==> src/rtl/switch_debounce.sv <==
// switch_debounce: debounces a raw switch or pushbutton input.
// The raw input is first synchronised. A level change is accepted only after
// the synchronised input has stayed stable for STABLE_TICKS ticks of a
// free-running sample timer.
//
// Output contract (there is no valid/ready handshake):
// - db_level is a registered-state Moore output.
// - db_tick is a one-cycle Mealy strobe. It is high in the cycle that precedes
//   the clock edge at which db_level rises. It has no back-pressure.
module switch_debounce #(
  parameter int TICK_BITS    = 20,
  parameter int STABLE_TICKS = 3
) (
  input  logic       clk,
  input  logic       reset,
  input  logic       sw,
  output logic       db_level,
  output logic       db_tick,
  output logic [1:0] dbg_state_o
);

  typedef enum logic [1:0] {
    ZERO  = 2'd0,
    WAIT1 = 2'd1,
    ONE   = 2'd2,
    WAIT0 = 2'd3
  } state_e;

  // Stability count value at which the next sample tick accepts the change.
  localparam logic [3:0] LAST_CNT = 4'(STABLE_TICKS - 1);

  logic                 s1_q;
  logic                 s_sync_q;
  logic [TICK_BITS-1:0] timer_q;
  logic                 m_tick;
  state_e               state_q;
  state_e               state_d;
  logic [3:0]           wcnt_q;
  logic [3:0]           wcnt_d;
  logic                 db_tick_d;

  // Two-flop synchroniser for the asynchronous switch input.
  always_ff @(posedge clk or posedge reset) begin
    if (reset) begin
      s1_q     <= 1'b0;
      s_sync_q <= 1'b0;
    end else begin
      s1_q     <= sw;
      s_sync_q <= s1_q;
    end
  end

  // Free-running sample timer. The FSM never clears it, so it keeps its phase.
  always_ff @(posedge clk or posedge reset) begin
    if (reset) begin
      timer_q <= '0;
    end else begin
      timer_q <= timer_q + 1'b1;
    end
  end

  assign m_tick = &timer_q;

  // State and stability-counter registers.
  always_ff @(posedge clk or posedge reset) begin
    if (reset) begin
      state_q <= ZERO;
      wcnt_q  <= 4'd0;
    end else begin
      state_q <= state_d;
      wcnt_q  <= wcnt_d;
    end
  end

  // Next-state logic and the Mealy db_tick strobe.
  // A reversal of s_sync is tested first, so it overrides a sample tick
  // that arrives in the same cycle.
  always_comb begin
    state_d   = state_q;
    wcnt_d    = wcnt_q;
    db_tick_d = 1'b0;
    case (state_q)
      ZERO: begin
        if (s_sync_q) begin
          state_d = WAIT1;
          wcnt_d  = 4'd0;
        end
      end
      WAIT1: begin
        if (!s_sync_q) begin
          state_d = ZERO;
        end else if (m_tick && (wcnt_q == LAST_CNT)) begin
          state_d   = ONE;
          db_tick_d = 1'b1;
        end else if (m_tick) begin
          wcnt_d = wcnt_q + 4'd1;
        end
      end
      ONE: begin
        if (!s_sync_q) begin
          state_d = WAIT0;
          wcnt_d  = 4'd0;
        end
      end
      WAIT0: begin
        if (s_sync_q) begin
          state_d = ONE;
        end else if (m_tick && (wcnt_q == LAST_CNT)) begin
          state_d = ZERO;
        end else if (m_tick) begin
          wcnt_d = wcnt_q + 4'd1;
        end
      end
      default: begin
        state_d = ZERO;
      end
    endcase
  end

  // db_level is decoded from the state register only, so it cannot glitch.
  assign db_level    = (state_q == ONE) || (state_q == WAIT0);
  assign db_tick     = db_tick_d;
  assign dbg_state_o = state_q;

endmodule

==> config.mk <==
export PLATFORM = sky130hd
export DESIGN_NAME = switch_debounce
export DESIGN_NICKNAME = d
export VERILOG_FILES = /design/src/rtl/switch_debounce.sv
export SDC_FILE = /design/constraint.sdc
export NUM_CORES = 1
export LEC_CHECK = 0
export ABC_AREA = 1
export BUFFER_PORTS_ARGS = -buffer_cell sky130_fd_sc_hd__buf_2
export CAP_MARGIN = 0
export CORE_ASPECT_RATIO = 0.6
export CORE_MARGIN = 5
export CORE_UTILIZATION = 55
export CTS_CLUSTER_DIAMETER = 100
export CTS_CLUSTER_SIZE = 14
export DETAILED_ROUTE_END_ITERATION = 10
export PLACE_DENSITY = 0.73
export SLEW_MARGIN = 20
export SYNTH_ARGS = -nofsm -noshare
export SYNTH_HDL_FRONTEND = slang
export SYNTH_SLANG_ARGS = --single-unit
export TNS_END_PERCENT = 100
==> constraint.sdc <==
create_clock -name clk -period 3.08 [get_ports clk]
set_clock_uncertainty 0.15 [all_clocks]
set_input_delay 0.308 -clock clk [delete_from_list [all_inputs] [get_ports clk]]
set_output_delay 0.308 -clock clk [all_outputs]
set_load 0.05 [all_outputs]
==> results.md <==
* Tot Pwr at 0.6133 mW
* Iter 0 DRT Violations at 57
* Avg Inst Size Synth at 9.005 µm²
* First-pass detailed-route iteration total at 4
* Die area at 3619 µm²
* Comb pwr share at 6.5%
* Synth top area share at 51.19%
* Aggregate negative setup slack at 0 ps
* FF-to-FF path depth at 8
* Worst setup SP type: register
* CTS resizes at 0
* P_leak at 0.7547 nW
* Post-Route Utilization at 61.46%
* First-pass GRT wire length at 4084 µm
* Clock tree buffer depth at 2
* Wire per inst at 11.81 µm
* Adder-cell share of the synthesized area at 2.742%
* Max Clk Rate at 428.9 MHz
* Setup-failing EPs final at 0
* Cell count along the critical path at 8
* Post-synth top cells: 40 x nand2_1, 28 x dfrtp_1, 22 x nor2_1
* Worst hold path class: register to register
* Unrepaired setup endpoints after global routing: false
* Slew margin rel. at 61.56%
* Final worst slack at 748.2 ps
* Pwr dens at 409.9 nW/µm²
* Finished Layout Cells at 194
* Starting density of the core at 56.22%
* Cell Area, Synth at 1369 µm²
* Top Family by Delay on Critical Path: simple AND/OR/NAND/NOR gates
* # nets final at 170
* Number of H-tree levels at 1
* CP Max Fanout at 4
* Share of cells above drive strength 1 at 10.49%
* Dpl ws at 1030 ps
* Post-place instance area at 1435 µm²
* Mapped Cells at 152
* Data arrival time of the critical path at 1870 ps
* Cell variety after synth at 18
* # IOs at 7
* Final Wtd Congestion at 0.8372
* Worst setup EP type: output port
* CTS Buf Count at 3
* Largest cells by area after synthesis: dfrtp_1 51%, nand2_1 11%, xor2_1 6.4%, nor2_1 6.0%, xnor2_1 5.8%
* Final Max Slew Viols at 0
* Core Box Area at 2435 µm²
* Area leader, netlist: dfrtp_1
* NetSw at 0.1366 mW
* Crit share post-route at 75.71%
* Ant diodes at 0
* Worst path cell trace: ha_1 -> nand2_2 -> nor2_4 -> nand2_4 -> nor2_8 -> nand3_1 -> nor2_1 -> buf_2
* Fin crit period at 2332 ps
* Pint at 0.4768 mW
* Top_reg_cell synth: dfrtp_1
* Worst-path cell with the longest stage delay: dfrtp_1
* Outcome: finished, final reports clean
* Largest family of logic cells by synthesized area: simple AND/OR/NAND/NOR gates
* Vias in the first global route at 879
* WL final at 2291 µm
* Clock Power Share at 31.0%
* Post-synth net total at 158
* Multiplexer share of the synthesized area at 0%
* DP HPWL at 1806 µm
* CTS tree: yes
* Worst-Margin Slew at 575.8 ps
* Vias/cell at 4.948
* Vias at 960
* DIE WIDTH at 74.41 µm
* CP Buf/Inv Count at 1
* Compound-Gate Fraction of Synth Area at 0.3656%
* Sequential element share of the synthesized area at 51.19%
* # DRC at 0
* Sw frac at 22.26%
* Seq pwr share at 62.5%
* Initial antenna violation count at 0
* Post-synth ARST share at 100.0%
* Critical path type: register to output port
* Final Cell Area at 1496 µm²
* WHS Path Cells at 0
* CTS sink count at 28
* Num rows at 14
* GRT Total Usage at 14.42%
* Post-synthesis xor/xnor area fraction at 12.16%
* Maximum capacitance violations at 0
* Ys Warns at 0
* Die Y at 48.64 µm
* Total grt overflow at 0
* Most common cell in the netlist: nand2_1
* Worst-path clk slew at 80 ps
* Required time of the critical path at 2620 ps
* Largest net degree at the start of global routing at 29
* VDD IR max at 0.3530 mV
* Clk root buf: clkbuf_8
* Area delta synth->final at 9.324%
* IO Port Bufs at 6
* Synthesis-stage register bit count at 28
* Simple logic cell fraction of the synthesized area at 28.88%
* Post-synth EDFFs at 0
* Clock insertion delay at the later pin of the skew report at 270 ps
* Dpl cells at 189
* Hold Slack at 208.9 ps
* CP peak stage delay at 390 ps
* Post-DRT Antenna Nets at 0
* Hold Fails Final Rpt at 0
-- cell usage in the layout (no fill, tap or decap), types with 3 or more instances in the layout --
master    netlist  routed
inv_1          16      15
ha_1            3       3
nand4_1         3       3
dfrtp_1        28      28
clkbuf_8        0       3
xnor2_1         9       9
nand3_1        10      10
buf_2           0       6
xor2_1         10      10
nand2_1        40      40
nor2_1         22      22
-- final cells by class --
type / instances / area (µm²)
Multi-Input combinational cell: 107 / 604.3
Inverter: 16 / 60.06
Fill cell: 217 / 938.4
Timing Repair Buffer: 8 / 50.05
Clock buffer: 3 / 41.29
Sequential cell: 28 / 700.7
Tap cell: 32 / 40.04
-- cells by family after synthesis --
| kind of cell | count (synthesis) |
|---|---|
| AND/OR/NAND/NOR | 84 |
| flip-flops | 28 |
| XOR/XNOR | 19 |
| buffers and inverters | 17 |
| adder cells (fa/ha/maj) | 3 |
| AO/OA/AOI/OAI | 1 |
-- worst reg2reg max path, cell delays in order (launching register included) --
cell and delay [ps]:
dfrtp_1 390, ha_1 220, nand2_2 80, nor2_4 150, nand2_4 90, nor2_8 150
nand3_1 140, nand2_1 90, o21ai_1 60
-- metal layers --
metal	share of wire, %	vias to the layer above	GRT usage, %
li1	-	485	-
met1	53	451	23.24
met2	40	24	18.80
met3	7.2	0	4.959
met4	0	0	1.775
met5	0	-	0
-- power by group through the flow --
stage,logic (mW),registers [mW],clock network (mW)
3_3_place_gp,0.0370,0.390,0
5_1_grt,0.0466,0.385,0.214
4_1_cts,0.0392,0.383,0.198
2_1_floorplan,0.0281,0.391,0
6_report,0.0400,0.383,0.190
3_5_place_dp,0.0382,0.391,0
-- what timing repair did --
item,in CTS,in global routing
hold endpoints to repair,1,28
buffers inserted,0,0
hold buffers,1,1
-- flip-flops by register name (all words and copies together), names as in the netlist, named ones only --
signal	count
timer_q	20
wcnt_q	4
s1_q	1
s_sync_q	1
dbg_state_o	1
-- worst paths after layout --
| kind | startpoint | to | slack, ps |
|---|---|---|---|
| max | timer_q[0] | db_tick | 750 |
| min reg2reg | s1_q | s_sync_q | 210 |
| min | s1_q | s_sync_q | 210 |
| max reg2reg | timer_q[0] | register | 1450 |
| min in group asynchronous | reset | timer_q[19] | 490 |
| max in group asynchronous | reset | timer_q[4] | 1910 |
Power figures use the tool's default switching activity.
